<file path="config.mk">
export PLATFORM = sky130hd
export DESIGN_NAME = eq_serial_ctrl_amisha
export DESIGN_NICKNAME = d
export VERILOG_FILES = /design/src/rtl/eq_serial_ctrl_amisha_pkg.sv /design/src/rtl/eq_serial_ctrl_amisha_eq1.sv /design/src/rtl/eq_serial_ctrl_amisha.sv
export SDC_FILE = /design/constraint.sdc
export NUM_CORES = 1
export LEC_CHECK = 0
export ABC_AREA = 0
export CAP_MARGIN = 15
export CORE_ASPECT_RATIO = 1.75
export CORE_MARGIN = 2
export CORE_UTILIZATION = 26
export DETAILED_ROUTE_END_ITERATION = 8
export RECOVER_POWER = 50
export SYNTH_ARGS = -nofsm -noshare
export SYNTH_HDL_FRONTEND = slang
export SYNTH_HIERARCHICAL = 1
export SYNTH_SLANG_ARGS = --single-unit
export TNS_END_PERCENT = 30
</file>
<file path="constraint.sdc">
create_clock -name clk_amisha -period 2.2 [get_ports clk_amisha]
set_input_delay 0.55 -clock clk_amisha [delete_from_list [all_inputs] [get_ports clk_amisha]]
set_output_delay 0.55 -clock clk_amisha [all_outputs]
set_load 0.03 [all_outputs]
</file>
<file path="src/rtl/eq_serial_ctrl_amisha_pkg.sv">
// Shared definitions for the serial equality controller: FSM state encoding and width.
package eq_serial_ctrl_amisha_pkg;

  localparam int unsigned StateW = 1;

  typedef enum logic [StateW-1:0] {
    StIdle  = 1'b0,
    StShift = 1'b1
  } state_e;

endpackage

</file>
<file path="src/rtl/eq_serial_ctrl_amisha_eq1.sv">
// 1-bit equality cell (XNOR), used as the shared bit comparator by eq_serial_ctrl_amisha.
module eq1_implicit_amisha (
  input  logic a_i,
  input  logic b_i,
  output logic eq_o
);

  assign eq_o = ~(a_i ^ b_i);

endmodule

</file>
<file path="src/rtl/eq_serial_ctrl_amisha.sv">
// Bit-serial WIDTH-bit equality compare, LSB first, through one shared 1-bit cell.
// Optional macro EQ_SERIAL_EARLY_EXIT_EN ends the compare at the first mismatching bit.
module eq_serial_ctrl_amisha
  import eq_serial_ctrl_amisha_pkg::*;
#(
  parameter int unsigned WIDTH = 8,
  localparam int unsigned CW = $clog2(WIDTH)
) (
  input  logic             clk_amisha,
  input  logic             reset_amisha,
  input  logic             start_amisha,
  input  logic [WIDTH-1:0] a_amisha,
  input  logic [WIDTH-1:0] b_amisha,
  output logic             busy_amisha,
  output logic             done_amisha,
  output logic             eq_amisha,
  output logic [CW-1:0]    mismatch_idx_amisha
);

  localparam logic [CW-1:0] LastIdx = CW'(WIDTH - 1);

  state_e           state_q, state_d;
  logic [CW-1:0]    cnt_q, cnt_d;
  logic [WIDTH-1:0] a_sh_q, a_sh_d;
  logic [WIDTH-1:0] b_sh_q, b_sh_d;
  logic             acc_eq_q, acc_eq_d;
  logic [CW-1:0]    mm_idx_q, mm_idx_d;
  logic             eq_q, eq_d;
  logic [CW-1:0]    idx_q, idx_d;
  logic             done_q, done_d;
  logic             cell_eq;
  logic             first_mm;

  eq1_implicit_amisha u_eq1 (
    .a_i  (a_sh_q[0]),
    .b_i  (b_sh_q[0]),
    .eq_o (cell_eq)
  );

  // A mismatch only counts as "first" while the accumulator is still clean.
  assign first_mm = acc_eq_q & ~cell_eq;

  always_comb begin
    state_d  = state_q;
    cnt_d    = cnt_q;
    a_sh_d   = a_sh_q;
    b_sh_d   = b_sh_q;
    acc_eq_d = acc_eq_q;
    mm_idx_d = mm_idx_q;
    eq_d     = eq_q;
    idx_d    = idx_q;
    done_d   = 1'b0;

    unique case (state_q)
      StIdle: begin
        if (start_amisha) begin
          state_d  = StShift;
          a_sh_d   = a_amisha;
          b_sh_d   = b_amisha;
          cnt_d    = '0;
          acc_eq_d = 1'b1;
          mm_idx_d = '0;
        end
      end
      StShift: begin
        acc_eq_d = acc_eq_q & cell_eq;
        if (first_mm) begin
          mm_idx_d = cnt_q;
        end
        a_sh_d = a_sh_q >> 1;
        b_sh_d = b_sh_q >> 1;
        cnt_d  = cnt_q + CW'(1);
`ifdef EQ_SERIAL_EARLY_EXIT_EN
        if (first_mm) begin
          state_d = StIdle;
          done_d  = 1'b1;
          eq_d    = 1'b0;
          idx_d   = cnt_q;
          cnt_d   = '0;
        end else if (cnt_q == LastIdx) begin
`else
        if (cnt_q == LastIdx) begin
`endif
          state_d = StIdle;
          done_d  = 1'b1;
          eq_d    = acc_eq_d;
          idx_d   = acc_eq_d ? '0 : mm_idx_d;
          cnt_d   = '0;
        end
      end
      default: state_d = StIdle;
    endcase
  end

  always_ff @(posedge clk_amisha) begin
    if (reset_amisha) begin
      state_q  <= StIdle;
      cnt_q    <= '0;
      a_sh_q   <= '0;
      b_sh_q   <= '0;
      acc_eq_q <= 1'b0;
      mm_idx_q <= '0;
      eq_q     <= 1'b0;
      idx_q    <= '0;
      done_q   <= 1'b0;
    end else begin
      state_q  <= state_d;
      cnt_q    <= cnt_d;
      a_sh_q   <= a_sh_d;
      b_sh_q   <= b_sh_d;
      acc_eq_q <= acc_eq_d;
      mm_idx_q <= mm_idx_d;
      eq_q     <= eq_d;
      idx_q    <= idx_d;
      done_q   <= done_d;
    end
  end

  assign busy_amisha         = (state_q == StShift);
  assign done_amisha         = done_q;
  assign eq_amisha           = eq_q;
  assign mismatch_idx_amisha = idx_q;

endmodule

</file>
==> results.sh, run 1 <==
export IMPL_avgSynthCellArea_um2=8.91
export IMPL_async_flop_share_pct=0
export IMPL_clkLatencyLatePin_ns=0.28
export IMPL_vdd_drop_max_mv=0.407
export IMPL_tightest_slew_ns=0.613
export IMPL_postCtsSetupRepairBufs=0
export IMPL_critPathMaxFanout=20
export IMPL_globalRouteMet2Util_pct=18.9
export IMPL_synth_simple_area_share_pct=17.6
export IMPL_netlist_area_leader_share_pct=44.3
export IMPL_vias_per_cell=4.75
export IMPL_grt_busiest_layer="met2"
export IMPL_htree_levels=2
export IMPL_r2r_start="cnt_q[0]$_SDFFE_PP0P_"
export IMPL_status="complete, no violations"
export IMPL_syn_area_mm2=0.00131
export IMPL_grt_pass1_vias=1089
export IMPL_max_cap_viol_count=0
export IMPL_grt_use_total_pct=11.0
export IMPL_cts_buffers=5
export IMPL_postCtsHoldBufs=0
export IMPL_vias=1078
export IMPL_nets=194
export IMPL_min_from="a_sh_q[1]$_SDFFE_PP0P_"
export IMPL_register_area_um2=581
export IMPL_drt_initial_drc_count=29
export IMPL_wl_per_cell_um=11.7
export IMPL_firstDrtPassIters=4
export IMPL_crit_path_start="start_amisha"
export IMPL_synthTopCellsByArea="dfxtp_1 44%, mux2_2 12%, nand2_1 10%"
export IMPL_clockRootBuffer="clkbuf_8"
export IMPL_synth_top_family_by_area="simple AND/OR/NAND/NOR gates"
export IMPL_multi_input_area_um2=649
export IMPL_period_share_pct=85.1
export IMPL_ys_types=25
export IMPL_synth_cells=147
export IMPL_rows=34
export IMPL_worst_r2r_setup_slack_ns=0.78
export IMPL_synth_most_common_cell="nand2_1"
export IMPL_ys_top_cells_by_count="35 x nand2_1, 29 x dfxtp_1, 20 x a21oi_1, 14 x mux2_2"
export IMPL_start_util_pct=26.8
export IMPL_worstSetupPathType="in -> reg"
export IMPL_yosysTopAreaCell="dfxtp_1"
export IMPL_p_clk_share_pct=40.9
export IMPL_critPathCaptureType="flip-flop"
export IMPL_antenna_found_initial=0
export IMPL_cp_data_required_time_ns=2.34
export IMPL_totalWireLength_mm=2.66
export IMPL_hold_violations=0
export IMPL_gr_total_overflow=0
export IMPL_clock_skew_ns=0.00566
export IMPL_ys_warn_count=6
export IMPL_comb_power_share_pct=11.5
export IMPL_worstReg2RegEnd="mismatch_idx_amisha[0]$_SDFFE_PP0P_"
export IMPL_syn_to_final_growth_pct=27.6
export IMPL_dp_hpwl_mm=1.87
export IMPL_timing_hold_ws_ns=0.449
export IMPL_ant_nets=0
export IMPL_synth_edf_count=0
export IMPL_start_kind="primary input"
export IMPL_cts_tree="built"
export IMPL_rsz0062_at_grt="false"
export IMPL_grt_pass1_wl_mm=4.83
export IMPL_synthFlopType="dfxtp_1"
export IMPL_slew_viol_final=0
export IMPL_pwr_share_seq_pct=47.6
export IMPL_hp_class="reg -> reg"
export IMPL_relSlewSlack_pct=59.1
export IMPL_antennaDiodeCount=0
export IMPL_clock_path_buffers=2
export IMPL_rr_worst_depth=5
export IMPL_n_fill_cell=506
export IMPL_synth_fa_ha_area_share_pct=2.87
export IMPL_num_io_pins=25
export IMPL_powerDensity_mw_per_mm2=708
export IMPL_p_sw_share_pct=23.6
export IMPL_clk_pin_slew_ns=0.06
export IMPL_switchingPower_w=0.000279
export IMPL_dieArea_mm2=0.00564
export IMPL_met3_usage_pct=3.31
export IMPL_final_setup_viol_count=0
export IMPL_synth_compound_area_share_pct=12.6
export IMPL_cp_endpoint="b_sh_q[6]$_SDFFE_PP0P_"
export IMPL_final_layout_size_suffix_gt1_share_pct=16.8
export IMPL_gp_congestion=0.718
export IMPL_arrival_ns=2.01
export IMPL_power_internal_w=0.000904
export IMPL_grt_max_degree=21
export IMPL_synth_seq_cells=29
export IMPL_cts_sinks=29
export IMPL_cts_resized=0
export IMPL_period_needed_ns=1.87
export IMPL_timing_fmax_ghz=0.534
export IMPL_die_w_um=57.7
export IMPL_synth_area_mux_share_pct=15.9
export IMPL_met1_usage_pct=11.6
export IMPL_coreArea_mm2=0.00489
export IMPL_ys_seq_area_share_pct=44.3
export IMPL_synthXorXnorAreaFrac_pct=0.669
export IMPL_setup_tns_ns=0
export IMPL_drc=0
export IMPL_leakagePower_nw=0.640
export IMPL_syn_num_nets=169
export IMPL_die_y_um=97.9
export IMPL_portBuffers=24
[worst min-delay path by stage]
| stage | endpoint | slack, ns | cells after the start |
|---|---|---|---|
| 2_1_floorplan | a_sh_q[0]$_SDFFE_PP0P_ | 0.43 | 2 |
| 3_3_place_gp | b_sh_q[1]$_SDFFE_PP0P_ | 0.44 | 2 |
| 3_5_place_dp | mismatch_idx_amisha[2]$_SDFFE_PP0P_ | 0.44 | 2 |
| 4_1_cts | mismatch_idx_amisha[1]$_SDFFE_PP0P_ | 0.45 | 2 |
| 5_1_grt | a_sh_q[0]$_SDFFE_PP0P_ | 0.48 | 2 |
| 6_report | a_sh_q[0]$_SDFFE_PP0P_ | 0.45 | 2 |
[kinds of logic (layout without fill, tap and decap cells)]
family,count (synthesis),count (layout)
AO/OA/AOI/OAI,29,29
XOR/XNOR,1,1
adder cells (fa/ha/maj),3,3
buffers and inverters,14,40
flip-flops,29,29
multiplexers,19,19
AND/OR/NAND/NOR,52,52
[layer usage]
metal  routed length, um  vias to the layer above
met5                   0                        -
met4                  93                        0
met3                 120                        8
met2                1400                       24
met1                1040                      502
li1                    -                      544
[power groups by stage]
stage               clock network, W  registers (W)  logic (W)
finish                      0.000483       0.000564   0.000136
global route                0.000525       0.000568   0.000154
CTS                         0.000502       0.000564   0.000145
detailed placement                 0       0.000576   0.000144
global placement                   0       0.000575   0.000143
floorplan                          0       0.000572  0.0000952
[critical path, cell delays in order]
cell	delay [ns]
dlygate4sd3_1	0.52
clkbuf_2	0.41
mux2_2	0.39
nand2_1	0.07
a21oi_1	0.06
[metrics by stage]
step                      cells  worst slack, ns  power [W]  instance area [um^2]  utilization, %
after floorplan             147            0.937   0.000667                  1310               -
after global placement      219            0.383   0.000718                  1590            32.6
after detailed placement    219            0.366   0.000720                  1590            32.6
after CTS                   227            0.345    0.00121                  1690            34.6
after global routing        227            0.200    0.00125                  1670            34.2
final                       227            0.329    0.00118                  1670            34.2
[final cells by class]
type                       count  area share [%]
clock buffer                   7            5.76
clock inverter                 1           0.299
inverter                       4           0.898
multi-input combinational    104            38.8
sequential                    29            34.7
tap                           54            4.04
timing repair buffer          28            15.4
[sequential cells by signal, summed over array words and instances (netlist names)]
name                 count
a_sh_q                   8
acc_eq_q                 1
b_sh_q                   8
busy_amisha              1
cnt_q                    3
done_amisha              1
eq_amisha                1
mismatch_idx_amisha      3
mm_idx_q                 3
[cell usage in the layout (no fill, tap or decap), drive strengths merged]
cell type	count
nand4	1
nor3	2
nor3b	3
clkinv	1
nand2	35
a211o	1
or2	1
o32ai	3
mux2	14
nor2	5
o21ai	4
clkdlybuf4s50	21
buf	2
xnor2	1
mux2i	5
and2b	1
dfxtp	29
a21oi	21
ha	3
nand2b	4
inv	4
clkbuf	10
dlygate4sd3	2
No activity file was read; power rests on OpenSTA's default activity.
==> run 2, diff against run 1 <==
--- a/config.mk
+++ b/config.mk
@@ -13,4 +13,5 @@
 export DETAILED_ROUTE_END_ITERATION = 8
 export RECOVER_POWER = 50
+export SKIP_LAST_GASP = 1
 export SYNTH_ARGS = -nofsm -noshare
 export SYNTH_HDL_FRONTEND = slang
==> constraint.sdc (replaced) <==
create_clock -name clk_amisha -period 2.2 [get_ports clk_amisha]
set_input_delay 0.55 -clock clk_amisha [delete_from_list [all_inputs] [get_ports clk_amisha]]
set_output_delay 0.55 -clock clk_amisha [all_outputs]
set_load 0.005 [all_outputs]
==> results.sh, run 2 (synthesis results as in run 1) <==
export IMPL_status="complete, no violations"
export IMPL_critical_path_top_delay_family="buffers and inverters"
export IMPL_grt_use_total_pct=10.5
export IMPL_clockRootBuffer="clkbuf_8"
export IMPL_layout_commonest_cell="nand2_1"
export IMPL_num_io_pins=25
export IMPL_nets=194
export IMPL_grt_pass1_wl_mm=4.53
export IMPL_portBuffers=24
export IMPL_final_cell_mix="35 x nand2_1, 29 x dfxtp_1, 23 x clkdlybuf4s50_1"
export IMPL_wl_per_cell_um=11.8
export IMPL_cp_data_required_time_ns=2.34
export IMPL_final_setup_viol_count=0
export IMPL_worstSetupPathType="in -> reg"
export IMPL_cpPeakStageDelay_ns=0.46
export IMPL_gr_total_overflow=0
export IMPL_reg_top3="a_sh_q (8), b_sh_q (8)"
export IMPL_path_buf_inv=2
export IMPL_comb_power_share_pct=12.2
export IMPL_cts_resized=0
export IMPL_rows=34
export IMPL_ant_nets=0
export IMPL_arrival_ns=1.97
export IMPL_firstDrtPassIters=4
export IMPL_pwr_share_seq_pct=50.1
export IMPL_clock_skew_ns=0.00874
export IMPL_die_w_um=57.7
export IMPL_critPathCaptureType="flip-flop"
export IMPL_drc=0
export IMPL_clock_path_buffers=2
export IMPL_gp_congestion=0.709
export IMPL_dp_hpwl_mm=1.85
export IMPL_postCtsHoldBufs=0
export IMPL_slowest_stage="clkdlybuf4s50_1"
export IMPL_powerDensity_mw_per_mm2=678
export IMPL_clk_pin_slew_ns=0.07
export IMPL_clkLatencyLatePin_ns=0.28
export IMPL_n_fill_cell=489
export IMPL_cts_tree="built"
export IMPL_vias=1059
export IMPL_relSlewSlack_pct=61.7
export IMPL_critPathMaxFanout=20
export IMPL_timing_fmax_ghz=0.549
export IMPL_cts_buffers=5
export IMPL_start_kind="primary input"
export IMPL_dieArea_mm2=0.00564
export IMPL_max_cap_viol_count=0
export IMPL_vias_per_cell=4.67
export IMPL_crit_chain="clkdlybuf4s50_1 -> clkbuf_2 -> mux2_2 -> nand2_1 -> a21oi_1"
export IMPL_rsz0062_at_grt="false"
export IMPL_tightest_slew_ns=0.574
export IMPL_drt_initial_drc_count=23
export IMPL_grt_pass1_vias=1033
export IMPL_slew_viol_final=0
export IMPL_period_share_pct=82.8
export IMPL_totalWireLength_mm=2.67
export IMPL_htree_levels=2
export IMPL_hp_class="reg -> reg"
export IMPL_setup_tns_ns=0
export IMPL_final_layout_size_suffix_gt1_share_pct=15.0
export IMPL_coreArea_mm2=0.00489
export IMPL_power_internal_w=0.000841
export IMPL_antenna_found_initial=0
export IMPL_switchingPower_w=0.000279
export IMPL_p_clk_share_pct=37.7
export IMPL_syn_to_final_growth_pct=26.1
export IMPL_antennaDiodeCount=0
export IMPL_hold_violations=0
export IMPL_leakagePower_nw=0.628
export IMPL_period_needed_ns=1.82
export IMPL_final_cells=227
export IMPL_start_util_pct=26.8
export IMPL_postCtsSetupRepairBufs=0
export IMPL_cts_sinks=29
export IMPL_dp_cells=219
export IMPL_p_sw_share_pct=24.9
export IMPL_vdd_drop_max_mv=0.505
export IMPL_grt_max_degree=29
export IMPL_die_y_um=97.9
## run 2: path summary, 6_finish.rpt
kind | startpoint | endpoint | slack (ns) | cells past startpoint
hold reg to reg | b_sh_q[1]$_SDFFE_PP0P_ | b_sh_q[0]$_SDFFE_PP0P_ | 0.45 | 2
hold / removal | b_sh_q[1]$_SDFFE_PP0P_ | b_sh_q[0]$_SDFFE_PP0P_ | 0.45 | 2
setup reg to reg | b_sh_q[0]$_SDFFE_PP0P_ | mm_idx_q[2]$_SDFFE_PP0P_ | 0.77 | 4
setup / recovery | start_amisha | a_sh_q[1]$_SDFFE_PP0P_ | 0.38 | 5
## run 2: stage by stage
step	power (W)	hold WS, ns	setup WS [ns]	instance area [um^2]	util (%)
after global placement	0.000716	0.436	0.383	1600	32.6
after detailed placement	0.000718	0.445	0.353	1600	32.6
after floorplan	0.000664	0.429	0.937	1310	-
final	0.00112	0.449	0.378	1650	33.8
after global routing	0.00118	0.455	0.287	1650	33.8
after CTS	0.00114	0.454	0.528	1680	34.3
## run 2: worst reg2reg max path: stages (launching register included)
cell and delay (ns):
dfxtp_1 0.32, xnor2_1 0.29, nand2b_1 0.32, a21oi_1 0.16, o32ai_1 0.24
## run 2: cell type report
cell class	instances	area (um^2)	area share, %
clock buffers	6	72.6	4.39
clock inverters	2	10.0	0.606
multi-input cells	104	646	39.1
flip-flops and latches	29	581	35.2
well taps	54	67.6	4.09
inverters	4	15.0	0.909
repair buffers	28	260	15.8
## run 2: routing by layer
layer | GRT usage [%] | vias to the layer above | share of wire, %
met5 | 0 | - | 0
met4 | 6.98 | 0 | 3.4
met3 | 3.31 | 9 | 4.3
met2 | 17.1 | 21 | 51
met1 | 11.1 | 486 | 41
li1 | - | 543 | -
## run 2: power by group through the flow
stage	Clock, W	Combinational [W]	Sequential, W
3_5_place_dp	0	0.000145	0.000573
4_1_cts	0.000436	0.000146	0.000561
6_report	0.000422	0.000137	0.000561
2_1_floorplan	0	0.0000952	0.000569
5_1_grt	0.000460	0.000154	0.000563
3_3_place_gp	0	0.000144	0.000572
==> run 3, diff against run 2 <==
clock period = 1.7 ns   (was 2.2 ns; I/O delays follow)
==> results.sh, run 3 (synthesis results as in run 1) <==
export IMPL_worst_path_stages=1
export IMPL_crit_path_start="mismatch_idx_amisha[0]$_SDFFE_PP0P_"
export IMPL_clockRootBuffer="clkbuf_8"
export IMPL_tightest_slew_ns=0.590
export IMPL_timing_fmax_ghz=0.649
export IMPL_grt_use_total_pct=10.3
export IMPL_period_share_pct=90.6
export IMPL_critPathMaxFanout=2
export IMPL_pwr_share_seq_pct=44.2
export IMPL_num_io_pins=25
export IMPL_r2r_start="b_sh_q[0]$_SDFFE_PP0P_"
export IMPL_antennaDiodeCount=0
export IMPL_rows=34
export IMPL_p_clk_share_pct=44.4
export IMPL_post_route_util_pct=35.1
export IMPL_totalWireLength_mm=2.63
export IMPL_coreArea_mm2=0.00489
export IMPL_reg_top3="a_sh_q (8), b_sh_q (8)"
export IMPL_cpPeakStageDelay_ns=0.50
export IMPL_start_util_pct=26.8
export IMPL_worstReg2RegEnd="mm_idx_q[1]$_SDFFE_PP0P_"
export IMPL_syn_to_final_growth_pct=31.1
export IMPL_crit_chain="clkdlybuf4s50_1"
export IMPL_final_layout_size_suffix_gt1_share_pct=17.1
export IMPL_gr_total_overflow=0
export IMPL_clock_skew_ns=0.0117
export IMPL_path_buf_inv=1
export IMPL_postCtsSetupRepairBufs=0
export IMPL_final_cell_mix="35 x nand2_1, 29 x dfxtp_1, 22 x clkdlybuf4s50_1"
export IMPL_relSlewSlack_pct=60.7
export IMPL_final_setup_viol_count=0
export IMPL_layout_commonest_cell="nand2_1"
export IMPL_gp_congestion=0.751
export IMPL_ant_nets=0
export IMPL_cts_sinks=29
export IMPL_period_needed_ns=1.54
export IMPL_portBuffers=24
export IMPL_leakagePower_nw=0.652
export IMPL_max_cap_viol_count=0
export IMPL_dp_hpwl_mm=1.84
export IMPL_dp_cells=221
export IMPL_grt_max_degree=29
export IMPL_final_cells=229
export IMPL_antenna_found_initial=0
export IMPL_cp_endpoint="mismatch_idx_amisha[0]"
export IMPL_switchingPower_w=0.000388
export IMPL_powerDensity_mw_per_mm2=954
export IMPL_cts_tree="built"
export IMPL_die_y_um=97.9
export IMPL_slew_viol_final=0
export IMPL_p_sw_share_pct=23.7
export IMPL_grt_pass1_vias=1050
export IMPL_postCtsHoldBufs=0
export IMPL_critPathCaptureType="output port"
export IMPL_start_kind="flip-flop"
export IMPL_place_ws_ns=-0.0170
export IMPL_worstSetupPathType="reg -> out"
export IMPL_clk_pin_slew_ns=0.08
export IMPL_hp_class="reg -> reg"
export IMPL_cts_buffers=5
export IMPL_htree_levels=2
export IMPL_drt_initial_drc_count=15
export IMPL_hold_violations=0
export IMPL_vias_per_cell=4.66
export IMPL_vdd_drop_max_mv=0.617
export IMPL_rsz0062_at_grt="false"
export IMPL_drc=0
export IMPL_wl_per_cell_um=11.5
export IMPL_arrival_ns=1.11
export IMPL_comb_power_share_pct=11.4
export IMPL_setup_ws_ns=0.160
export IMPL_status="complete, no violations"
export IMPL_clkLatencyLatePin_ns=0.29
export IMPL_power_internal_w=0.00125
export IMPL_rr_worst_depth=4
export IMPL_die_w_um=57.7
export IMPL_power_w=0.00164
export IMPL_critical_path_top_delay_family="buffers and inverters"
export IMPL_grt_pass1_wl_mm=4.37
export IMPL_cp_data_required_time_ns=1.27
export IMPL_finalInstanceArea_mm2=0.00172
export IMPL_dieArea_mm2=0.00564
export IMPL_vias=1066
export IMPL_clock_path_buffers=2
export IMPL_worst_r2r_setup_slack_ns=0.29
export IMPL_nets=196
export IMPL_cts_resized=0
export IMPL_firstDrtPassIters=3
export IMPL_post_dp_cell_area_mm2=0.00161
export IMPL_slowest_stage="clkdlybuf4s50_1"
## run 3: layout make-up
class	count	area (um^2)
multi-input combinational	104	649
clock buffer	5	68.8
inverter	4	15.0
tap	54	67.6
sequential	29	581
timing repair buffer	30	290
clock inverter	3	46.3
fill	514	3170
## run 3: worst min path at each step
stage,from,to,cells past startpoint
floorplan,a_sh_q[1]$_SDFFE_PP0P_,a_sh_q[0]$_SDFFE_PP0P_,2
global route,b_sh_q[3]$_SDFFE_PP0P_,b_sh_q[2]$_SDFFE_PP0P_,2
detailed placement,b_sh_q[1]$_SDFFE_PP0P_,b_sh_q[0]$_SDFFE_PP0P_,2
global placement,a_sh_q[3]$_SDFFE_PP0P_,a_sh_q[2]$_SDFFE_PP0P_,2
finish,b_sh_q[5]$_SDFFE_PP0P_,b_sh_q[4]$_SDFFE_PP0P_,2
CTS,b_sh_q[5]$_SDFFE_PP0P_,b_sh_q[4]$_SDFFE_PP0P_,2
## run 3: per-stage QoR
stage | TNS [ns] | hold WS (ns)
after floorplan | 0 | 0.429
after global placement | 0 | 0.435
after detailed placement | -0.0173 | 0.445
after CTS | 0 | 0.443
after global routing | 0 | 0.470
final | 0 | 0.441
## run 3: power by group through the flow
stage               combinational, W  sequential (W)  clock (W)
floorplan                   0.000123        0.000737          0
global placement            0.000192        0.000740          0
detailed placement          0.000192        0.000741          0
CTS                         0.000193        0.000726   0.000740
global route                0.000207        0.000729   0.000775
finish                      0.000187        0.000725   0.000727
## run 3: per-layer routing
metal,GRT usage (%),up-vias,part of all wire (%)
met4,7.51,0,2.4
met5,0,-,0
met1,10.0,491,41
met3,2.52,6,4.3
li1,-,549,-
met2,17.9,20,52
## run 3: worst register-to-register path: stages (launching register included)
cell and delay, ns:
dfxtp_1 0.32, xnor2_1 0.29, nand2b_1 0.34, a21oi_2 0.13, o32ai_1 0.23
